### src/rtl/mem_store_unit_pkg.sv
// Shared definitions for the store unit: StoreWidth encoding and FSM states.
// The StoreWidth encoding matches the load-extraction path.
package mem_store_unit_pkg;

    localparam logic [1:0] SW_WORD  = 2'd0;
    localparam logic [1:0] SW_BYTE  = 2'd1;
    localparam logic [1:0] SW_HALF  = 2'd2;
    localparam logic [1:0] SW_UNDEF = 2'd3;

    typedef enum logic [2:0] {
        ST_IDLE,
        ST_RD,
        ST_MRG,
        ST_WR,
        ST_FLT
    } store_state_e;

endpackage

### src/rtl/store_lane_merge.sv
// Combinational lane merge: places the store data into the lanes selected by
// width and the low address bits, keeping the remaining bits of old_word.
module store_lane_merge
    import mem_store_unit_pkg::*;
#(
    parameter int unsigned DATA_BITS = 32
) (
    input  logic [DATA_BITS-1:0] old_word,
    input  logic [DATA_BITS-1:0] new_data,
    input  logic [1:0]           width,
    input  logic [1:0]           addr,
    output logic [DATA_BITS-1:0] merged,
    output logic [3:0]           be
);

    // Select the modified lanes and splice the new data over the old word
    always_comb begin
        merged = old_word;
        be     = '0;
        case (width)
            SW_WORD: begin
                merged = new_data;
                be     = 4'b1111;
            end
            SW_BYTE: begin
                case (addr)
                    2'd0: begin merged[7:0]   = new_data[7:0]; be = 4'b0001; end
                    2'd1: begin merged[15:8]  = new_data[7:0]; be = 4'b0010; end
                    2'd2: begin merged[23:16] = new_data[7:0]; be = 4'b0100; end
                    default: begin merged[31:24] = new_data[7:0]; be = 4'b1000; end
                endcase
            end
            SW_HALF: begin
                if (addr[1]) begin
                    merged[31:16] = new_data[15:0];
                    be            = 4'b1100;
                end else begin
                    merged[15:0]  = new_data[15:0];
                    be            = 4'b0011;
                end
            end
            default: begin
                merged = old_word;
                be     = '0;
            end
        endcase
    end

endmodule

### src/rtl/mem_store_unit.sv
// Store unit for a word-wide data memory without byte enables. Word stores
// write directly; byte/halfword stores read-modify-write the containing word.
// Optional feature macro: STORE_ALIGN_CHECK_EN (misaligned stores fault).
module mem_store_unit
    import mem_store_unit_pkg::*;
#(
    parameter int unsigned DATA_BITS = 32,
    parameter int unsigned ADDR_BITS = 32
) (
    input  logic                 clk,
    input  logic                 rst_n,
    input  logic                 req_valid,
    output logic                 req_ready,
    input  logic [ADDR_BITS-1:0] addr,
    input  logic [DATA_BITS-1:0] data,
    input  logic [1:0]           StoreWidth,
    output logic [ADDR_BITS-1:0] mem_addr,
    output logic                 mem_rd_en,
    input  logic [DATA_BITS-1:0] mem_rdata,
    output logic                 mem_wr_en,
    output logic [DATA_BITS-1:0] mem_wdata,
    output logic [3:0]           mem_be,
    output logic                 done,
    output logic                 fault
);

    store_state_e         state_q;
    logic [1:0]           addr_lo_q;
    logic [DATA_BITS-1:0] data_q;
    logic [1:0]           width_q;
    logic [ADDR_BITS-1:0] mem_addr_q;
    logic                 rd_en_q;
    logic                 wr_en_q;
    logic                 done_q;
    logic                 fault_q;
    logic                 misaligned;
    logic [DATA_BITS-1:0] merged;
    logic [3:0]           merged_be;

`ifdef STORE_ALIGN_CHECK_EN
    assign misaligned = ((StoreWidth == SW_HALF) && addr[0]) ||
                        ((StoreWidth == SW_WORD) && (addr[1:0] != 2'b00));
`else
    assign misaligned = 1'b0;
`endif

    // Merge operates only on registered request fields and the memory read
    // data; in WR the width is word, so the merge simply passes data_q.
    store_lane_merge #(
        .DATA_BITS (DATA_BITS)
    ) u_merge (
        .old_word (mem_rdata),
        .new_data (data_q),
        .width    (width_q),
        .addr     (addr_lo_q),
        .merged   (merged),
        .be       (merged_be)
    );

    // Store FSM: captures the request on accept and sequences memory strobes
    always_ff @(posedge clk or negedge rst_n) begin
        if (!rst_n) begin
            state_q    <= ST_IDLE;
            addr_lo_q  <= '0;
            data_q     <= '0;
            width_q    <= '0;
            mem_addr_q <= '0;
            rd_en_q    <= 1'b0;
            wr_en_q    <= 1'b0;
            done_q     <= 1'b0;
            fault_q    <= 1'b0;
        end else begin
            rd_en_q <= 1'b0;
            wr_en_q <= 1'b0;
            done_q  <= 1'b0;
            fault_q <= 1'b0;
            case (state_q)
                ST_IDLE: begin
                    if (req_valid) begin
                        addr_lo_q  <= addr[1:0];
                        data_q     <= data;
                        width_q    <= StoreWidth;
                        mem_addr_q <= {addr[ADDR_BITS-1:2], 2'b00};
                        if ((StoreWidth == SW_UNDEF) || misaligned) begin
                            state_q <= ST_FLT;
                            done_q  <= 1'b1;
                            fault_q <= 1'b1;
                        end else if (StoreWidth == SW_WORD) begin
                            state_q <= ST_WR;
                            wr_en_q <= 1'b1;
                            done_q  <= 1'b1;
                        end else begin
                            state_q <= ST_RD;
                            rd_en_q <= 1'b1;
                        end
                    end
                end
                ST_RD: begin
                    state_q <= ST_MRG;
                    wr_en_q <= 1'b1;
                    done_q  <= 1'b1;
                end
                ST_MRG, ST_WR, ST_FLT: state_q <= ST_IDLE;
                default: state_q <= ST_IDLE;
            endcase
        end
    end

    assign req_ready = (state_q == ST_IDLE);
    assign mem_addr  = mem_addr_q;
    assign mem_rd_en = rd_en_q;
    assign mem_wr_en = wr_en_q;
    assign done      = done_q;
    assign fault     = fault_q;
    // Write data and lanes are only meaningful while the write strobe is up
    assign mem_wdata = wr_en_q ? merged : '0;
    assign mem_be    = wr_en_q ? merged_be : '0;

endmodule

### config.mk
export PLATFORM = sky130hd
export DESIGN_NAME = mem_store_unit
export DESIGN_NICKNAME = d
export VERILOG_FILES = /design/src/rtl/mem_store_unit_pkg.sv /design/src/rtl/store_lane_merge.sv /design/src/rtl/mem_store_unit.sv
export SDC_FILE = /design/constraint.sdc
export NUM_CORES = 1
export LEC_CHECK = 0
export ABC_AREA = 0
export BUFFER_PORTS_ARGS = -buffer_cell sky130_fd_sc_hd__buf_2
export CELL_PAD_IN_SITES_DETAIL_PLACEMENT = 0
export CELL_PAD_IN_SITES_GLOBAL_PLACEMENT = 1
export CORE_UTILIZATION = 39
export DETAILED_ROUTE_END_ITERATION = 10
export PLACE_DENSITY_LB_ADDON = 0.1
export SETUP_SLACK_MARGIN = 0.3
export SYNTH_ARGS = -nofsm -noshare
export SYNTH_HDL_FRONTEND = slang
export SYNTH_SLANG_ARGS = --single-unit
### constraint.sdc
create_clock -name clk -period 2.5 [get_ports clk]
set_clock_uncertainty 0.05 [all_clocks]
set_input_delay 0.5 -clock clk [delete_from_list [all_inputs] [get_ports clk]]
set_output_delay 0.5 -clock clk [all_outputs]
set_load 0.03 [all_outputs]
Word level (Yosys, flattened, before mapping)
Cells that the tools add are included.

storage, ports and cells
  register bits after elaboration = 73
  bits in read-only memories = 0
  memories kept = 0
  bits of input ports = 101
  memory bits (writable) = 0
  bits in latches = 0
  logic and storage cells = 52
  output and inout bits = 73

operators by class
  reductions and logical operators = 6
  $add $sub $neg = 0
  equal/unequal tests = 7
  mux-type cells = 30
  magnitude comparators = 0
  shift-type cells = 0
  divide/modulo/power cells = 0
  multipliers = 0
  bitwise gates (word level) = 0

operators with widths
  cell                                                  count
  one-hot mux 32 bit (3 select lines)                   1
  two-way mux 16 bit                                    2
  two-way mux 32 bit                                    1
  two-way mux 8 bit                                     4
  one-hot mux 4 bit (3 select lines)                    2
  two-way mux 1 bit                                     12
  two-way mux 4 bit                                     2
  equality test 2 bit (second input constant)           3
  logical NOT 2 bit                                     3
  two-way mux 3 bit                                     2
  one-hot mux 3 bit (2 select lines)                    1
  equality test 2 x 1 -> 1 bit (second input constant)  2
  one-hot mux 1 bit (2 select lines)                    2
  equality test 3 x 1 -> 1 bit (second input constant)  1
  logical NOT 3 bit                                     1
  OR reduction 3 bit                                    1
  two-way mux 2 bit                                     1
  != test 2 bit (second input constant)                 1
  AND reduction 2 bit                                   1

Longest topological paths before layout
  depth after elaboration = 5
  depth in mapped cells = 6
  mapped depth without buffers = 5

Hierarchy
From an unflattened synthesis, not the netlist that was laid out.

second synthesis, totals
  cells, all modules = 341
  area total of the unflattened synthesis = 4028.9 um2

by module, submodules not included
  module            times used  area an instance (um2)  cells an instance  seq. area each (um2)
  mem_store_unit    1           3060.4                  204                1826.8
  store_lane_merge  1           968.4                   137                0.0

Worst setup path before layout
Ideal clock, no wire load.

  path kind = reg2out
  start point = reg width_q[0]
  end point = out mem_wdata[25]
  path buffers = 2
  data arrival time = 1.795 ns
  data required time = 1.950 ns
  slack = 0.155 ns
  stages on the path, launching flop included = 6
  cell sequence = dfrtp_1 -> buf_2 -> clkbuf_1 -> nor2_1 -> a32oi_1 -> a21boi_0

between the ends
  cells in the longest elaborated chain, start to end = 3
  elaborated cells on any way between the ends = 5
  those cells by class = eq/ne (2); mux (2); reduce/logical (1)

ends and longest elaborated chain
  element                                      line                    text
  from (decl)                                  mem_store_unit.sv:30    logic [1:0] width_q;
  from (signal assigned)                       mem_store_unit.sv:82    width_q <= StoreWidth;
  equality test 2 bit (tied with other cells)  store_lane_merge.sv:20  case (width)
  one-hot mux 32 bit (3 select lines) (*)      store_lane_merge.sv:20
  two-way mux 32 bit (*)                       mem_store_unit.sv:116   assign mem_wdata = wr_en_q ? merged : '0;
  to (decl)                                    mem_store_unit.sv:21    output logic [DATA_BITS-1:0] mem_wdata,

Every way passes the cells marked *; elsewhere a longest branch is shown, timed or not.

Final worst setup path
  start point = reg width_q[0]
  end point = out mem_wdata[9]

Same word-level chain as after synthesis.

==> summary.txt <==
Critical path
  – Critical Path Source Type: register
  – Reg-to-reg critical path endpoint: data_q[30]
  – Critical Path RT: 1950 ps
  – Crit path DAT: 1880 ps
  – CP Max Fanout: 4
  – Reg-to-reg slack, setup: 680 ps
  – Critical Path End Type: output port
  – Cells on worst reg2reg path: 3
  – Buf/Inv on CP: 3
  – CP max stage cell: dfrtp_2
  – Worst path depth: 7
  – Type of the worst setup path: reg2out
  – Worst path max stage delay: 460 ps
  – Worst path cell trace: buf_12 -> nor2_4 -> clkbuf_16 -> mux2i_1 -> o22ai_1 -> and2_1 -> buf_6
  – Worst R2R Start: state_q[2]
  – CP top delay family: flip-flops

Die
  – Total core area: 9910 µm²
  – Die ar.: 10780 µm²
  – Die width: 103.8 µm
  – Die Ht: 103.8 µm
  – I/O pins: 174
  – Initial Util: 40.81%
  – Num rows: 36

Clocking
  – TritonCTS Buffers: 9
  – Clock net sink count: 73
  – Clock Path Buffers: 2
  – Clock-pin slew on the worst setup and hold paths: 70 ps
  – Root Driver: clkbuf_8
  – CTS tree: built
  – CTS H-tree lvls: 3
  – Clk Latency, worst-skew pair: 340 ps
  – Hold buffers post-CTS: 0

Power and ir drop
  – Total power: 6.266 mW
  – PD cells: 1023 nW/µm²
  – Sw Share: 38.97%
  – Combinational power share: 51.7%
  – Share of total power in the clock network: 18.7%
  – Peak VDD IR: 0.5054 mV
  – Int Power: 3.824 mW
  – Part of the power in registers: 29.6%
  – Switch Pwr: 2.442 mW
  – Leak pwr: 2.845 nW

Logic synthesis
  – Seq/Total Area, Yosys: 45.17%
  – Syn Std Cell Area: 4044 µm²
  – #FFs+latches synth: 73
  – Post-synthesis cell type count: 37
  – Avg Inst Size Synth: 11.52 µm²
  – Cells after Synth: 351
  – Ys Warns: 0

Min path
  – Worst min path class: in2async

Route
  – Detailed Route Iter0 Violations: 170
  – Antenna viol nets, final: 0
  – Vias: 3665
  – Detailed-route wire length per cell: 17.77 µm
  – Total Wirelength: 12.33 mm
  – Remaining routing DRC violations: 0
  – Drt first pass iters: 4
  – Vias per cell: 5.281

Timing
  – RSZ-0062 raised after global routing: yes
  – Final period utilization: 97.37%
  – Final setup vio count: 0
  – Pin slew with the least headroom to its limit: 944.6 ps
  – Slew HR: 37.03%
  – Hold Violations, Final: 0
  – Final Slew Violations: 0
  – Final Critical Period: 2434 ps
  – Highest clock rate: 410.8 MHz

Final layout
  – Finished Cell Area: 6125 µm²
  – Antenna diodes: 0
  – Layout filler cell count: 855
  – Nets: 659
  – Layout cells sized above 1: 61.32%
  – Final std cells w/o fill: 694
  – Synth-to-layout area growth: 51.45%

Global routing
  – Vias in the first global route: 3612
  – Largest net degree at the start of global routing: 74
  – GRT Residual Overflow: 0
  – Initial antenna violation count: 0
  – Tot GR Track Use: 22.65%
  – First-pass GRT wire length: 19.15 mm

Placement
  – Dpl cell area: 5007 µm²
  – Routability cong.: 0.7829
  – # port buffers: 171
  – Inst Count DP: 640
  – HPWL after DPL: 7.412 mm

Flow run
  – Max Cap Viol: 0

Status
  – Outcome: finished clean
==> per-layer routing <==
layer / up-vias / track usage, % / wire length (µm)
li1: 1702 / - / -
met3: 16 / 5.223 / 802
met2: 153 / 36.90 / 5878
met1: 1794 / 29.77 / 5410
met5: - / 0 / 0
met4: 0 / 7.143 / 244
==> Yosys cell counts, drive strengths merged <==
library cell / n / area share (%)
a22o: 1 / 0.22
a31oi: 16 / 2.5
mux2: 72 / 22
nor4b: 1 / 0.59
dfrtp: 73 / 45
a41oi: 1 / 0.22
buf: 19 / 3.5
nand2: 18 / 1.7
a21o: 1 / 0.19
conb: 1 / 0.093
a21boi: 16 / 3.0
a21oi: 12 / 1.5
ha: 2 / 0.62
o21a: 2 / 0.37
o21ai: 10 / 1.2
nand3: 8 / 0.99
a32oi: 7 / 1.5
mux2i: 9 / 2.2
nor3: 4 / 0.50
and2: 13 / 2.0
nor2: 4 / 0.56
nand2b: 9 / 1.4
nand4b: 8 / 1.7
clkbuf: 8 / 0.74
nor2b: 14 / 2.2
inv: 5 / 0.46
o2bb2ai: 1 / 0.22
o22ai: 9 / 1.4
a22oi: 7 / 1.3
==> per-stage QoR <==
step                      util, %  setup TNS [ps]  worst slack (ps)  hold WS, ps
after global routing        61.81          -12.22            -12.22        312.0
after CTS                   59.03               0             87.53        277.6
final                       61.81               0             65.67        236.1
after detailed placement    50.53               0             202.0        431.9
after global placement      50.53               0             285.0        416.5
after floorplan                 -               0             277.1        154.4
==> cell usage in the layout (no fill, tap or decap), types with 13 or more instances in the layout <==
master    instances
buf_6            27
and2_1           13
buf_4            44
mux2_2           49
dfrtp_1          68
buf_2           135
nand2_1          17
a31oi_1          15
a21boi_1         14
mux2_4           20
==> sequential cells by signal, indices dropped and copies added, names as in the netlist <==
register and flops:
addr_lo_q 2, data_q 32, done 1, fault 1, mem_addr 30, mem_rd_en 1, mem_wr_en 1, state_q 3
width_q 2
==> area by class of cell <==
| class | instances | area (µm²) | share of cell area, % |
|---|---|---|---|
| Clock buffer | 12 | 155.1 | 2.533 |
| Clock inverter | 4 | 98.84 | 1.614 |
| Inverter | 5 | 22.52 | 0.3677 |
| Multi-Input combinational cell | 248 | 2233 | 36.47 |
| Sequential cell | 73 | 1833 | 29.93 |
| Tap cell | 133 | 166.4 | 2.717 |
| Timing Repair Buffer | 219 | 1615 | 26.37 |
==> worst max path at each step <==
stage          slack, ps    startpoint       endpoint
3_5_place_dp         200    width_q[1]  mem_wdata[23]
6_report              70    width_q[0]   mem_wdata[9]
2_1_floorplan        280    width_q[0]   mem_wdata[0]
5_1_grt              -10    width_q[0]  mem_wdata[10]
3_3_place_gp         280    width_q[0]  mem_wdata[20]
4_1_cts               90  addr_lo_q[1]  mem_wdata[13]
==> worst register-to-register path: cells and delay by family (launching register included) <==
kind,cells,cell delay (ps)
mux,1,490
simple gates,1,350
buf+inv,1,360
flops,1,450
==> power groups by stage <==
stage | Clock, mW | Sequential, mW | Combinational [mW]
finish | 1.17 | 1.85 | 3.24
detailed placement | 0 | 1.84 | 2.36
CTS | 1.19 | 1.83 | 2.95
global placement | 0 | 1.83 | 2.33
floorplan | 0 | 2.03 | 1.46
global route | 1.24 | 1.89 | 3.42
==> repair_timing <==
item | CTS | global route
gates cloned | 8 | 2
pin swaps | 14 | 21
buffers inserted | 18 | 10
endpoints found under the setup margin | 36 | 35
resized for setup | 90 | 36
==> logic make-up after synthesis <==
group,synth area share (%)
compound gates,13.58
flops,45.17
fa+ha+maj,0.6187
buf+inv,4.734
mux,24.13
simple gates,11.66
other cells,0.09273
(Power assumes the default switching activity.)
